===== config.mk =====
export PLATFORM = sky130hd
export DESIGN_NAME = bht_update_ctrl_flat
export DESIGN_NICKNAME = d
export VERILOG_FILES = /design/src/rtl/bht_update_ctrl_if.sv /design/src/rtl/bht_update_ctrl.sv /design/src/flat_wrapper.sv
export SDC_FILE = /design/constraint.sdc
export NUM_CORES = 1
export LEC_CHECK = 0
export ABC_AREA = 1
export CAP_MARGIN = 20
export CORE_MARGIN = 4
export CORE_UTILIZATION = 60
export DETAILED_ROUTE_END_ITERATION = 8
export PLACE_DENSITY_LB_ADDON = 0.2
export SLEW_MARGIN = 20
export SYNTH_ARGS = -nofsm -noshare
export SYNTH_HDL_FRONTEND = slang
export SYNTH_SLANG_ARGS = --single-unit

===== constraint.sdc =====
create_clock -name clk -period 4.3 [get_ports clk]
set_input_delay 0.86 -clock clk [delete_from_list [all_inputs] [get_ports clk]]
set_output_delay 0.86 -clock clk [all_outputs]
set_load 0.005 [all_outputs]

===== src/rtl/bht_update_ctrl_if.sv =====
// Execute-stage record handshake and BHT write port of the BHT update sequencer.
// The slave modport is the controller's view; master is the surrounding pipeline/table.
interface bht_update_ctrl_if #(
  parameter int IDX_W = 5
);
  logic             ex_valid;
  logic             ex_ready;
  logic [IDX_W-1:0] ex_idx;
  logic             ex_taken;
  logic             ex_pred;
  logic             mispredict;
  logic             bht_wr_en;
  logic             bht_wr_ready;
  logic [IDX_W-1:0] bht_wr_addr;
  logic             bht_wr_taken;
  logic             bht_init;

  modport master (
    output ex_valid, ex_idx, ex_taken, ex_pred, bht_wr_ready,
    input  ex_ready, mispredict, bht_wr_en, bht_wr_addr, bht_wr_taken, bht_init
  );

  modport slave (
    input  ex_valid, ex_idx, ex_taken, ex_pred, bht_wr_ready,
    output ex_ready, mispredict, bht_wr_en, bht_wr_addr, bht_wr_taken, bht_init
  );
endinterface


===== src/rtl/bht_update_ctrl.sv =====
// BHT update sequencer: init sweep, record handshake, mispredict flag, update FIFO drain.
// Optional BHT_CTRL_STATS_EN adds saturating branch/mispredict counters.
module bht_update_ctrl #(
  parameter int DEPTH = 4,
  parameter int IDX_W = 5
) (
  input  logic                 clk,
  input  logic                 arst_n,
  input  logic                 en,
  input  logic                 init_req,
  bht_update_ctrl_if.slave     bus,
  output logic                 busy
`ifdef BHT_CTRL_STATS_EN
  ,
  output logic [15:0]          stat_branches,
  output logic [15:0]          stat_mispred
`endif
);

  localparam int PW = (DEPTH > 1) ? $clog2(DEPTH) : 1;
  localparam logic [PW:0] CntFull = (PW+1)'(DEPTH);

  typedef enum logic [1:0] {IDLE, INIT, RUN} state_t;

  state_t           r_state;
  state_t           w_next_state;
  logic [IDX_W-1:0] r_init_ptr;
  logic [IDX_W:0]   r_mem [DEPTH];
  logic [PW-1:0]    r_wr_ptr;
  logic [PW-1:0]    r_rd_ptr;
  logic [PW:0]      r_count;
  logic             r_mispredict;

  logic             w_ex_ready;
  logic             w_wr_en;
  logic             w_init;
  logic [IDX_W-1:0] w_addr;
  logic             w_taken;
  logic             w_busy;
  logic [IDX_W:0]   w_head;
  logic             w_accept;
  logic             w_push;
  logic             w_pop;
  logic             w_flush;

  assign w_head   = r_mem[r_rd_ptr];
  assign w_accept = bus.ex_valid && w_ex_ready;
  assign w_push   = w_accept && en && !init_req;
  assign w_pop    = (r_state == RUN) && w_wr_en && bus.bht_wr_ready;
  assign w_flush  = (r_state == RUN) && init_req;

  always_ff @(posedge clk or negedge arst_n) begin
    if (!arst_n) r_state <= IDLE;
    else         r_state <= w_next_state;
  end

  always_comb begin
    w_next_state = r_state;
    w_busy       = 1'b0;
    w_ex_ready   = 1'b0;
    w_wr_en      = 1'b0;
    w_init       = 1'b0;
    w_addr       = '0;
    w_taken      = 1'b0;
    unique case (r_state)
      IDLE: begin
        w_busy       = 1'b1;
        w_next_state = INIT;
      end
      INIT: begin
        w_busy  = 1'b1;
        w_wr_en = 1'b1;
        w_init  = 1'b1;
        w_addr  = r_init_ptr;
        if (bus.bht_wr_ready && (r_init_ptr == '1)) w_next_state = RUN;
      end
      RUN: begin
        w_ex_ready = (r_count != CntFull);
        w_wr_en    = (r_count != '0);
        w_addr     = w_head[IDX_W-1:0];
        w_taken    = w_head[IDX_W];
        if (init_req) w_next_state = INIT;
      end
      default: w_next_state = IDLE;
    endcase
  end

  // The pointer wraps to 0 after the last entry, so a later sweep starts clean.
  always_ff @(posedge clk or negedge arst_n) begin
    if (!arst_n) begin
      r_init_ptr <= '0;
    end else if (w_flush) begin
      r_init_ptr <= '0;
    end else if ((r_state == INIT) && bus.bht_wr_ready) begin
      r_init_ptr <= r_init_ptr + 1'b1;
    end
  end

  always_ff @(posedge clk or negedge arst_n) begin
    if (!arst_n) begin
      r_wr_ptr <= '0;
      r_rd_ptr <= '0;
      r_count  <= '0;
      for (int i = 0; i < DEPTH; i++) r_mem[i] <= '0;
    end else if (w_flush) begin
      r_wr_ptr <= '0;
      r_rd_ptr <= '0;
      r_count  <= '0;
    end else begin
      if (w_push) begin
        r_mem[r_wr_ptr] <= {bus.ex_taken, bus.ex_idx};
        r_wr_ptr        <= r_wr_ptr + 1'b1;
      end
      if (w_pop) r_rd_ptr <= r_rd_ptr + 1'b1;
      if (w_push && !w_pop)      r_count <= r_count + 1'b1;
      else if (!w_push && w_pop) r_count <= r_count - 1'b1;
    end
  end

  always_ff @(posedge clk or negedge arst_n) begin
    if (!arst_n) r_mispredict <= 1'b0;
    else         r_mispredict <= w_accept && (bus.ex_taken ^ bus.ex_pred);
  end

  assign busy             = w_busy;
  assign bus.ex_ready     = w_ex_ready;
  assign bus.bht_wr_en    = w_wr_en;
  assign bus.bht_init     = w_init;
  assign bus.bht_wr_addr  = w_addr;
  assign bus.bht_wr_taken = w_taken;
  assign bus.mispredict   = r_mispredict;

`ifdef BHT_CTRL_STATS_EN
  logic        w_enter_init;
  logic [15:0] r_stat_branches;
  logic [15:0] r_stat_mispred;

  assign w_enter_init = (w_next_state == INIT) && (r_state != INIT);

  always_ff @(posedge clk or negedge arst_n) begin
    if (!arst_n) begin
      r_stat_branches <= '0;
      r_stat_mispred  <= '0;
    end else if (w_enter_init) begin
      r_stat_branches <= '0;
      r_stat_mispred  <= '0;
    end else begin
      if (w_accept && (r_stat_branches != 16'hFFFF))
        r_stat_branches <= r_stat_branches + 16'd1;
      if (r_mispredict && (r_stat_mispred != 16'hFFFF))
        r_stat_mispred <= r_stat_mispred + 16'd1;
    end
  end

  assign stat_branches = r_stat_branches;
  assign stat_mispred  = r_stat_mispred;
`endif

endmodule


===== src/flat_wrapper.sv =====
// flat-port wrapper written by rule: the top's interface ports become plain ports
module bht_update_ctrl_flat 
#(
  parameter int DEPTH = 4,
  parameter int IDX_W = 5
)
  (clk, arst_n, en, init_req, busy, bus_ex_valid, bus_ex_idx, bus_ex_taken, bus_ex_pred, bus_bht_wr_ready, bus_ex_ready, bus_mispredict, bus_bht_wr_en, bus_bht_wr_addr, bus_bht_wr_taken, bus_bht_init);
  bht_update_ctrl_if #(.IDX_W(IDX_W)) bus_i ();
  input  logic clk;
  input  logic arst_n;
  input  logic en;
  input  logic init_req;
  output logic busy;
  input wire logic [$bits(bus_i.ex_valid)-1:0] bus_ex_valid;
  input wire logic [$bits(bus_i.ex_idx)-1:0] bus_ex_idx;
  input wire logic [$bits(bus_i.ex_taken)-1:0] bus_ex_taken;
  input wire logic [$bits(bus_i.ex_pred)-1:0] bus_ex_pred;
  input wire logic [$bits(bus_i.bht_wr_ready)-1:0] bus_bht_wr_ready;
  output wire logic [$bits(bus_i.ex_ready)-1:0] bus_ex_ready;
  output wire logic [$bits(bus_i.mispredict)-1:0] bus_mispredict;
  output wire logic [$bits(bus_i.bht_wr_en)-1:0] bus_bht_wr_en;
  output wire logic [$bits(bus_i.bht_wr_addr)-1:0] bus_bht_wr_addr;
  output wire logic [$bits(bus_i.bht_wr_taken)-1:0] bus_bht_wr_taken;
  output wire logic [$bits(bus_i.bht_init)-1:0] bus_bht_init;
  assign bus_i.ex_valid = bus_ex_valid;
  assign bus_i.ex_idx = bus_ex_idx;
  assign bus_i.ex_taken = bus_ex_taken;
  assign bus_i.ex_pred = bus_ex_pred;
  assign bus_i.bht_wr_ready = bus_bht_wr_ready;
  assign bus_ex_ready = bus_i.ex_ready;
  assign bus_mispredict = bus_i.mispredict;
  assign bus_bht_wr_en = bus_i.bht_wr_en;
  assign bus_bht_wr_addr = bus_i.bht_wr_addr;
  assign bus_bht_wr_taken = bus_i.bht_wr_taken;
  assign bus_bht_init = bus_i.bht_init;
  bht_update_ctrl #(.DEPTH(DEPTH), .IDX_W(IDX_W)) u_core (.clk(clk), .arst_n(arst_n), .en(en), .init_req(init_req), .bus(bus_i), .busy(busy));
endmodule

==> impl_metrics.py <==
metrics = {
    "routing": {
        "drc": 0,
        "wl_per_cell_microns": 13.4,
        "drt-initial-drc-count": 164,
        "num_vias": 1787,
        "drtPass1Iterations": 4,
        "drt_wl_total_mm": 4.49,
        "ant_nets": 0,
        "viasPerCell": 5.32,
    },
    "sta": {
        "fin_setup_tns_ns": 0,
        "period_needed_ns": 3.12,
        "setup_viol": 0,
        "period_share": 0.725,
        "hold_viol_final": 0,
        "slew_violations": 0,
        "maxSlewHeadroom": 0.429,
        "max_freq_mhz": 321,
        "worst_slew_pin_slew_ns": 0.856,
        "fin_worst_skew_ns": 0.00599,
        "grt_setup_unrepaired": "false",
    },
    "cts": {
        "root_buffer": "clkbuf_8",
        "clock_sinks": 39,
        "cts_max_level": 2,
        "hold_buffers": 0,
        "tritoncts": "yes",
        "cts_buffers": 5,
        "post_cts_buffers": 0,
        "clk_pin_slew_ns": 0.08,
        "cts_buffer_depth": 2,
        "clock_latency_ns": 0.30,
        "cts_resized": 0,
    },
    "placement": {
        "gp_congestion": 0.765,
        "dp_hpwl_mm": 3.17,
        "placedCellCount": 328,
        "port_buffers": 23,
    },
    "outcome": {
        "status": "complete, no violations",
    },
    "hold_path": {
        "hp-class": "reg2reg",
    },
    "logic_synthesis": {
        "syn_avg_cell_area_sq_um": 8.17,
        "synth_top_cells_by_area": "dfrtp_1 (44%), nand2_1 (11%), ha_1 (6.8%), nor2_1 (6.3%), o21ai_2 (5.6%)",
        "synth_nets": 295,
        "yosys_warnings": 0,
        "synth_common_cells": "nand2_1 (63), dfrtp_1 (39), nor2_1 (37)",
        "synth_cell_types": 22,
        "yosysTopAreaCellShare": 0.444,
        "ys_seq_area_frac": 0.444,
        "synth.most_common_cell": "nand2_1",
        "async_flop_share": 1.00,
        "syn-instance-count": 269,
        "synth.largest_area_cell": "dfrtp_1",
        "synth.cell_area_sq_um": 2200,
        "ys_ff_latch": 39,
        "synth_edf_count": 0,
        "synth_flop_cell": "dfrtp_1",
    },
    "pwr": {
        "power.density_nw_per_um2": 614,
        "p_leak_nw": 1.22,
        "power.total_w": 0.00153,
        "ir_drop_mv": 0.362,
    },
    "layout": {
        "layout.cells.non_filler": 336,
        "diodes": 0,
        "drive_gt1_frac": 0.103,
        "final_nets": 315,
        "syn2layout_area_growth_pct": 13.4,
    },
    "worst_setup_path": {
        "cp-start-kind": "flop",
        "cp-end-kind": "output port",
        "worstPathMaxFanout": 15,
        "crit_arrival_ns": 2.26,
        "critPathRequiredTime_ns": 3.44,
        "worstSetupPathType": "reg2out",
    },
    "floorplanning": {
        "core_sq_um": 3440,
        "die_width_microns": 68.5,
        "die-area_sq_um": 4690,
        "start_util": 0.638,
        "num_io_pins": 24,
        "die_h_microns": 68.5,
        "core.rowCount": 21,
    },
    "global_route": {
        "grt_max_degree": 40,
        "groute.usage.overall": 0.225,
        "overflow": 0,
        "grt_pass1_wl_mm": 7.71,
        "antenna_found_initial": 0,
        "grt_pass1_vias": 1699,
    },
    "run": {
        "drv_cap": 0,
    },
}
-- final timing paths --
check | from | to | slack [ns] | depth (start not counted)
setup / recovery | u_core.r_rd_ptr[0]$_DFFE_PN0P_ | bus_bht_wr_addr[4] | 1.18 | 6
hold / removal | u_core.r_mem[0]$_DFFE_PN0P_ | u_core.r_mem[0]$_DFFE_PN0P_ | 0.48 | 2
setup reg to reg | u_core.r_state[0]$_DFFE_PN0P_ | u_core.r_count[2]$_DFFE_PN0P_ | 1.62 | 12
hold reg to reg | u_core.r_mem[0]$_DFFE_PN0P_ | u_core.r_mem[0]$_DFFE_PN0P_ | 0.48 | 2
max in group asynchronous | arst_n | u_core.r_count[0]$_DFFE_PN0P_ | 3.09 | 1
min in group asynchronous | arst_n | u_core.r_state[0]$_DFFE_PN0P_ | 0.67 | 1
-- power by group --
part	switching, W	leakage (nW)	internal, W
clock network	0.000132	0.0412	0.000113
logic	0.000384	0.652	0.000282
registers	0.000114	0.523	0.000504
total	0.000630	1.22	0.000900
-- registers in the layout, indices dropped and copies added (netlist names) --
signal / flops
u_core.r_wr_ptr: 2
u_core.r_init_ptr: 5
u_core.r_mem: 24
u_core.r_state: 2
u_core.bus.mispredict: 1
u_core.r_count: 3
u_core.r_rd_ptr: 2
-- placed cells by master, fill, tap and decap left out --
cell             synthesis  final
nand2_1                 63     63
dfrtp_1                 39     39
nor2_1                  37     37
inv_1                   29     29
clkdlybuf4s50_1          0     22
o21ai_0                 21     21
a21oi_1                 15     15
o21ai_2                 14     14
ha_1                    12     12
o21ai_1                 11     11
nand2_2                  5      5
clkbuf_8                 0      5
nand3_1                  4      4
a211oi_1                 2      2
nand3_4                  1      1
nor2_8                   1      1
or2_2                    1      1
xnor2_1                  1      1
xor2_1                   1      1
o31ai_1                  1      1
fa_1                     1      1
clkinvlp_4               0      1
clkinv_2                 0      1
clkbuf_1                 1      1
buf_2                    5      1
-- layout make-up --
| class | instances | area (sq um) |
|---|---|---|
| Tap cell | 46 | 57.6 |
| Clock inverter | 2 | 12.5 |
| Timing Repair Buffer | 23 | 225 |
| Multi-Input combinational cell | 191 | 1040 |
| Sequential cell | 39 | 976 |
| Clock buffer | 6 | 72.6 |
| Inverter | 29 | 109 |
| Fill cell | 262 | 951 |
-- layer usage --
layer / up-vias / global-route usage / share of wire
li1: 895 / - / -
met1: 855 / 0.293 / 0.46
met2: 29 / 0.365 / 0.48
met3: 8 / 0.0600 / 0.037
met4: 0 / 0.0744 / 0.019
met5: - / 0 / 0
-- critical path, stage by stage, from the launching register on --
cell             delay [ns]
dfrtp_1                0.55
inv_1                  0.40
o21ai_0                0.16
nand2_1                0.09
nand2_1                0.06
a21oi_1                0.18
clkdlybuf4s50_1        0.53
-- cell families (layout without fill, tap and decap cells) --
logic type | Yosys count | count (layout) | share of synthesized area
AND/OR/NAND/NOR | 112 | 112 | 0.214
AO/OA/AOI/OAI | 64 | 64 | 0.173
flip-flops | 39 | 39 | 0.444
buffers and inverters | 39 | 60 | 0.0831
adder cells (fa/ha/maj) | 13 | 13 | 0.0774
XOR/XNOR | 2 | 2 | 0.00797
-- metrics by stage --
| stage | setup slack [ns] | instance area (sq um) | util | hold WS [ns] |
|---|---|---|---|---|
| global placement | 1.42 | 2410 | 0.699 | 0.460 |
| global route | 1.02 | 2490 | 0.724 | 0.510 |
| floorplan | 1.99 | 2200 | - | 0.450 |
| CTS | 1.17 | 2490 | 0.724 | 0.483 |
| finish | 1.18 | 2490 | 0.724 | 0.478 |
| detailed placement | 1.37 | 2410 | 0.699 | 0.463 |
Power figures use the tool's default switching activity.
